### config.mk
export PLATFORM = sky130hd
export DESIGN_NAME = sdio_data_xfer_ctrl
export DESIGN_NICKNAME = d
export VERILOG_FILES = /design/src/rtl/sdio_data_xfer_ctrl.sv
export SDC_FILE = /design/constraint.sdc
export NUM_CORES = 1
export LEC_CHECK = 0
export CORE_ASPECT_RATIO = 0.8
export CORE_MARGIN = 10
export CORE_UTILIZATION = 55
export DETAILED_ROUTE_END_ITERATION = 10
export GPL_TIMING_DRIVEN = 0
export PLACE_DENSITY = 0.81
export SETUP_SLACK_MARGIN = 0.5
export SYNTH_ARGS = -nofsm -noshare
export SYNTH_HDL_FRONTEND = slang
export SYNTH_SLANG_ARGS = --single-unit
### constraint.sdc
create_clock -name clk -period 5.95 [get_ports clk]
set_input_delay 1.19 -clock clk [delete_from_list [all_inputs] [get_ports clk]]
set_output_delay 1.19 -clock clk [all_outputs]
set_load 0.005 [all_outputs]
### src/rtl/sdio_data_xfer_ctrl.sv
// sdio_data_xfer_ctrl: sequences sdio_data_phy over whole CMD53-style transfers,
// one PHY activation per block, with write-CRC check, inter-block gap and watchdog.
// Ports: clk/rst (sync, active-high); i_start/i_write/i_block_mode/i_block_size/
// i_count/i_abort request side; o_busy/o_done/o_crc_err/o_timeout/o_aborted/
// o_blocks_done status; o_phy_* and i_phy_* connect to sdio_data_phy.
module sdio_data_xfer_ctrl #(
    parameter int unsigned GAP_CYCLES  = 4,
    parameter int unsigned WDOG_CYCLES = 65535
) (
    input  logic        clk,
    input  logic        rst,
    input  logic        i_start,
    input  logic        i_write,
    input  logic        i_block_mode,
    input  logic [11:0] i_block_size,
    input  logic [8:0]  i_count,
    input  logic        i_abort,
    output logic        o_busy,
    output logic        o_done,
    output logic        o_crc_err,
    output logic        o_timeout,
    output logic        o_aborted,
    output logic [8:0]  o_blocks_done,
    output logic        o_phy_activate,
    output logic        o_phy_write_flag,
    output logic [12:0] o_phy_data_count,
    input  logic        i_phy_finished,
    input  logic        i_phy_crc_good
);

    typedef enum logic [2:0] {
        S_IDLE, S_ACTIVATE, S_WAIT_FIN, S_CHECK, S_GAP, S_DONE
    } state_t;

    // CHECK and ACTIVATE each contribute one low cycle to the gap,
    // so the GAP state itself only covers the remaining GAP_CYCLES-2.
    localparam logic [7:0]  GAP_LOAD = (GAP_CYCLES > 2) ? 8'(GAP_CYCLES - 3) : 8'd0;
    localparam logic        GAP_SKIP = (GAP_CYCLES <= 2);
    localparam logic [31:0] WDOG_LIM = 32'(WDOG_CYCLES);
    localparam logic        WDOG_EN  = (WDOG_CYCLES != 0);

    state_t      state_q;
    logic        write_q;
    logic        infinite_q;
    logic [8:0]  total_q;
    logic        crc_ok_q;
    logic [7:0]  gap_q;
    logic [31:0] wdog_q;
    logic        busy_q, done_q, crc_err_q, timeout_q, aborted_q;
    logic [8:0]  blocks_q;
    logic        act_q, wflag_q;
    logic [12:0] dcount_q;

    logic [8:0]  blocks_d;
    logic [31:0] wdog_d;
    logic        wdog_hit;
    logic        in_xfer;

    assign blocks_d = blocks_q + 9'd1;
    assign wdog_d   = wdog_q + 32'd1;
    assign wdog_hit = WDOG_EN && (wdog_d == WDOG_LIM);
    assign in_xfer  = (state_q != S_IDLE) && (state_q != S_DONE);

    always_ff @(posedge clk) begin
        if (rst) begin
            state_q    <= S_IDLE;
            write_q    <= 1'b0;
            infinite_q <= 1'b0;
            total_q    <= '0;
            crc_ok_q   <= 1'b0;
            gap_q      <= '0;
            wdog_q     <= '0;
            busy_q     <= 1'b0;
            done_q     <= 1'b0;
            crc_err_q  <= 1'b0;
            timeout_q  <= 1'b0;
            aborted_q  <= 1'b0;
            blocks_q   <= '0;
            act_q      <= 1'b0;
            wflag_q    <= 1'b0;
            dcount_q   <= '0;
        end else begin
            done_q <= 1'b0;
            if (i_abort && in_xfer) begin
                // abort beats finish/timeout/CRC seen in the same cycle
                act_q     <= 1'b0;
                aborted_q <= 1'b1;
                done_q    <= 1'b1;
                busy_q    <= 1'b0;
                state_q   <= S_DONE;
            end else begin
                case (state_q)
                    S_IDLE: begin
                        if (i_start) begin
                            write_q    <= i_write;
                            wflag_q    <= i_write;
                            busy_q     <= 1'b1;
                            crc_err_q  <= 1'b0;
                            timeout_q  <= 1'b0;
                            aborted_q  <= 1'b0;
                            blocks_q   <= '0;
                            if (i_block_mode) begin
                                dcount_q   <= {1'b0, i_block_size};
                                total_q    <= i_count;
                                infinite_q <= (i_count == 9'd0);
                            end else begin
                                dcount_q   <= (i_count == 9'd0) ? 13'd512
                                                                : {4'b0000, i_count};
                                total_q    <= 9'd1;
                                infinite_q <= 1'b0;
                            end
                            state_q <= S_ACTIVATE;
                        end
                    end
                    S_ACTIVATE: begin
                        act_q   <= 1'b1;
                        wdog_q  <= '0;
                        state_q <= S_WAIT_FIN;
                    end
                    S_WAIT_FIN: begin
                        if (i_phy_finished) begin
                            // CRC status is only valid alongside finished
                            crc_ok_q <= i_phy_crc_good;
                            act_q    <= 1'b0;
                            state_q  <= S_CHECK;
                        end else begin
                            wdog_q <= wdog_d;
                            if (wdog_hit) begin
                                act_q     <= 1'b0;
                                timeout_q <= 1'b1;
                                done_q    <= 1'b1;
                                busy_q    <= 1'b0;
                                state_q   <= S_DONE;
                            end
                        end
                    end
                    S_CHECK: begin
                        if (write_q && !crc_ok_q) begin
                            crc_err_q <= 1'b1;
                            done_q    <= 1'b1;
                            busy_q    <= 1'b0;
                            state_q   <= S_DONE;
                        end else begin
                            blocks_q <= blocks_d;
                            if (!infinite_q && (blocks_d == total_q)) begin
                                done_q  <= 1'b1;
                                busy_q  <= 1'b0;
                                state_q <= S_DONE;
                            end else if (GAP_SKIP) begin
                                state_q <= S_ACTIVATE;
                            end else begin
                                gap_q   <= GAP_LOAD;
                                state_q <= S_GAP;
                            end
                        end
                    end
                    S_GAP: begin
                        if (gap_q == 8'd0) begin
                            state_q <= S_ACTIVATE;
                        end else begin
                            gap_q <= gap_q - 8'd1;
                        end
                    end
                    S_DONE: begin
                        state_q <= S_IDLE;
                    end
                    default: begin
                        state_q <= S_IDLE;
                    end
                endcase
            end
        end
    end

    assign o_busy           = busy_q;
    assign o_done           = done_q;
    assign o_crc_err        = crc_err_q;
    assign o_timeout        = timeout_q;
    assign o_aborted        = aborted_q;
    assign o_blocks_done    = blocks_q;
    assign o_phy_activate   = act_q;
    assign o_phy_write_flag = wflag_q;
    assign o_phy_data_count = dcount_q;

endmodule

==> insert_results.sql <==
INSERT INTO impl_metrics (metric_group, metric, value, unit) VALUES
('route', 'drt-total-wl', '14.1', 'mm'),
('critical_path', 'crit_path_cell_trace', 'ha_1 -> buf_2 -> nand4_1 -> or4_1 -> buf_6 -> nor3_1 -> xnor2_1 -> o211ai_1 -> or4b_1 -> buf_2 -> o31a_1', ''),
('sta', 'rsz_0062_raised_after_global_routing', 'false', ''),
('synthesis', 'synth_area', '0.00477', 'mm^2'),
('place', 'place.detailed.hpwl', '10.3', 'mm'),
('critical_path', 'max_stage_delay', '800', 'ps'),
('critical_path', 'timing.critical_path.slowest_stage_cell', 'sky130_fd_sc_hd__nor3_1', ''),
('clock_tree', 'cts_htree_levels', '3', ''),
('critical_path', 'timing.reg2reg.setup_slack', '2040', 'ps'),
('clock_tree', 'insertion_delay', '380', 'ps'),
('clock_tree', 'clk_root_buffer_cell', 'sky130_fd_sc_hd__clkbuf_8', ''),
('synthesis', 'synth-seq-area-share', '34.4', '%'),
('sta', 'slew_hr', '34.2', '%'),
('route', 'remaining_drc_errors', '0', ''),
('synthesis', 'yosys_most_used_dff', 'sky130_fd_sc_hd__dfxtp_1', ''),
('place', 'port-buffer-count', '54', ''),
('critical_path', 'reg2reg_depth', '11', ''),
('floorplanning', 'die-area', '0.0128', 'mm^2'),
('run_status', 'status', 'completed', ''),
('critical_path', 'cp_data_arrival_time', '4180', 'ps'),
('grt', 'grt_remaining_overflow', '0', ''),
('place', 'detailedPlace.worstSlack', '2100', 'ps'),
('synthesis', 'synth-simple-area-share', '29.2', '%'),
('synthesis', 'synth-edff-count', '0', ''),
('floorplanning', 'die_height', '103', 'um'),
('synthesis', 'muxShareOfSynthArea', '2.73', '%'),
('critical_path', 'cp_common_cell', 'sky130_fd_sc_hd__buf_2', ''),
('pwr', 'power_per_cell_area', '268', 'mW/mm^2'),
('clock_tree', 'postCtsSetupRepairBufs', '0', ''),
('clock_tree', 'clockBufferDepth', '2', ''),
('min_path', 'hold-path-cell-count', '2', ''),
('sta', 'final_hold_viol_count', '0', ''),
('grt', 'antenna_found_initial', '0', ''),
('finish', 'area_delta_synth_final', '17.8', '%'),
('clock_tree', 'post_cts.resized_instances', '0', ''),
('route', 'num_vias', '4988', ''),
('synthesis', 'syn_inst', '627', ''),
('sta', 'timing.fmax', '255', 'MHz'),
('grt', 'pin_count_of_the_biggest_net_entering_global_routing', '13', ''),
('synthesis', 'dominant_combinational_cell_family_by_area_after_synthesis', 'simple AND/OR/NAND/NOR gates', ''),
('sta', 'timing.final.max_slew_violations', '0', ''),
('floorplanning', 'design.core.area', '0.00848', 'mm^2'),
('pwr', 'static_leakage', '2.12', 'nW'),
('finish', 'design.final.nets', '726', ''),
('grt', 'via_count_of_the_first_global_routing_pass', '4471', ''),
('clock_tree', 'clock-sinks', '82', ''),
('critical_path', 'crit_start', 'wdog_q[0]', ''),
('min_path', 'holdCritStartpoint', 'o_timeout', ''),
('sta', 'post-route-min-period', '3910', 'ps'),
('sta', 'tightest_slew', '980', 'ps'),
('synthesis', 'compound_gate_fraction_of_synth_area', '22.9', '%'),
('finish', 'drive_above_1_share', '5.31', '%'),
('place', 'finalWeightedCongestion', '0.930', ''),
('clock_tree', 'cts_tree', 'done', ''),
('run', 'cap_violations', '0', ''),
('sta', 'post-route-period-util', '65.8', '%'),
('grt', 'grt_first_pass_wirelength', '22.7', 'mm'),
('critical_path', 'cp_top_family', 'simple AND/OR/NAND/NOR gates', ''),
('finish', 'antenna_cells', '0', ''),
('critical_path', 'path_max_fanout', '9', ''),
('synthesis', 'adder_and_majority_cell_fraction_of_the_synthesized_area', '1.31', '%'),
('pwr', 'total_power', '1.51', 'mW'),
('synthesis', 'ys_ff_latch', '82', ''),
('route', 'drt-wirelength-per-cell', '17.4', 'um'),
('floorplanning', 'start_util', '56.3', '%'),
('sta', 'fin_tns_setup', '0', 'ps'),
('sta', 'setup_slack', '2040', 'ps'),
('finish', 'most_frequent_cells_in_the_layout', 'sky130_fd_sc_hd__dfxtp_1, sky130_fd_sc_hd__nor2_1, sky130_fd_sc_hd__a21oi_1', ''),
('synthesis', 'asyncSetResetFlopFracSynth', '0', '%'),
('synthesis', 'yosysWarnings', '0', ''),
('critical_path', 'worstReg2RegEnd', 'state_q[1]', '');
power by group:
part	internal, mW	switching, mW	total, mW
combinational	0.199	0.310	0.509
clock	0.162	0.208	0.369
sequential	0.601	0.0295	0.630
total	0.961	0.547	1.51
flip-flops by register name, summed over array words and instances, names as in the netlist:
register and count:
o_phy_data_count 12, state_q 3, wdog_q 32, total_q 9, o_crc_err 1, o_busy 1
infinite_q 1, o_blocks_done 9, o_aborted 1, o_phy_write_flag 1, crc_ok_q 1, o_timeout 1
o_done 1, gap_q 8, o_phy_activate 1
layout make-up:
| cell class | count | area (um^2) |
|---|---|---|
| plain buffers | 44 | 190 |
| clock buffers | 13 | 149 |
| clock inverters | 3 | 15.0 |
| fillers | 777 | 2860 |
| inverters | 13 | 48.8 |
| multi-input cells | 488 | 2900 |
| flip-flops and latches | 82 | 1640 |
| well taps | 112 | 140 |
| repair buffers | 54 | 541 |
layer usage:
layer / up-vias / share of wire (%) / global-route usage (%)
met5: - / 0 / 0
li1: 2394 / - / -
met1: 2335 / 45 / 31.0
met3: 17 / 9.6 / 5.43
met4: 0 / 0.84 / 4.51
met2: 242 / 44 / 33.3
per-stage QoR:
| step | area (um^2) | hold WS, ps | std cells |
|---|---|---|---|
| finish | 5630 | 449 | 809 |
| global route | 5630 | 483 | 809 |
| detailed placement | 5460 | 443 | 793 |
| CTS | 5620 | 454 | 809 |
| floorplan | 4770 | 432 | 627 |
| global placement | 5460 | 437 | 793 |
worst min-delay path, stage by stage, from the launching register on:
cell and delay [ps]:
sky130_fd_sc_hd__dfxtp_1 320, sky130_fd_sc_hd__nand2_1 50, sky130_fd_sc_hd__o21ai_1 50
logic make-up (layout without fill, tap and decap cells):
| family | after synthesis | in the layout |
|---|---|---|
| AOI/OAI and AO/OA | 183 | 183 |
| and+or+nand+nor | 262 | 262 |
| xor gates and xnor gates | 24 | 24 |
| adders and majority gates | 5 | 5 |
| buffers and inverters | 57 | 127 |
| DFF | 82 | 82 |
| other | 1 | 1 |
| muxes | 13 | 13 |
cells in the mapped netlist, types with 13 or more instances:
master                     number  area (um^2)
sky130_fd_sc_hd__nand2_1       54          203
sky130_fd_sc_hd__and3_1        13         81.3
sky130_fd_sc_hd__inv_1         13         48.8
sky130_fd_sc_hd__dfxtp_1       82         1640
sky130_fd_sc_hd__o21ai_0       46          230
sky130_fd_sc_hd__nor2_1        77          289
sky130_fd_sc_hd__a21oi_1       73          365
sky130_fd_sc_hd__nand3_1       27          135
sky130_fd_sc_hd__clkbuf_1      34          128
sky130_fd_sc_hd__a211oi_1      16          120
sky130_fd_sc_hd__nand4_1       14         87.6
sky130_fd_sc_hd__mux2i_1       13          130
worst max-delay path by stage:
| stage | endpoint | slack [ps] | cells past startpoint |
|---|---|---|---|
| 3_3_place_gp | state_q[1] | 2170 | 11 |
| 3_5_place_dp | state_q[1] | 2100 | 11 |
| 6_report | state_q[1] | 2040 | 11 |
| 5_1_grt | state_q[1] | 1870 | 11 |
| 2_1_floorplan | state_q[1] | 2680 | 11 |
| 4_1_cts | state_q[1] | 2090 | 11 |
No activity file was read; power rests on OpenSTA's default activity.
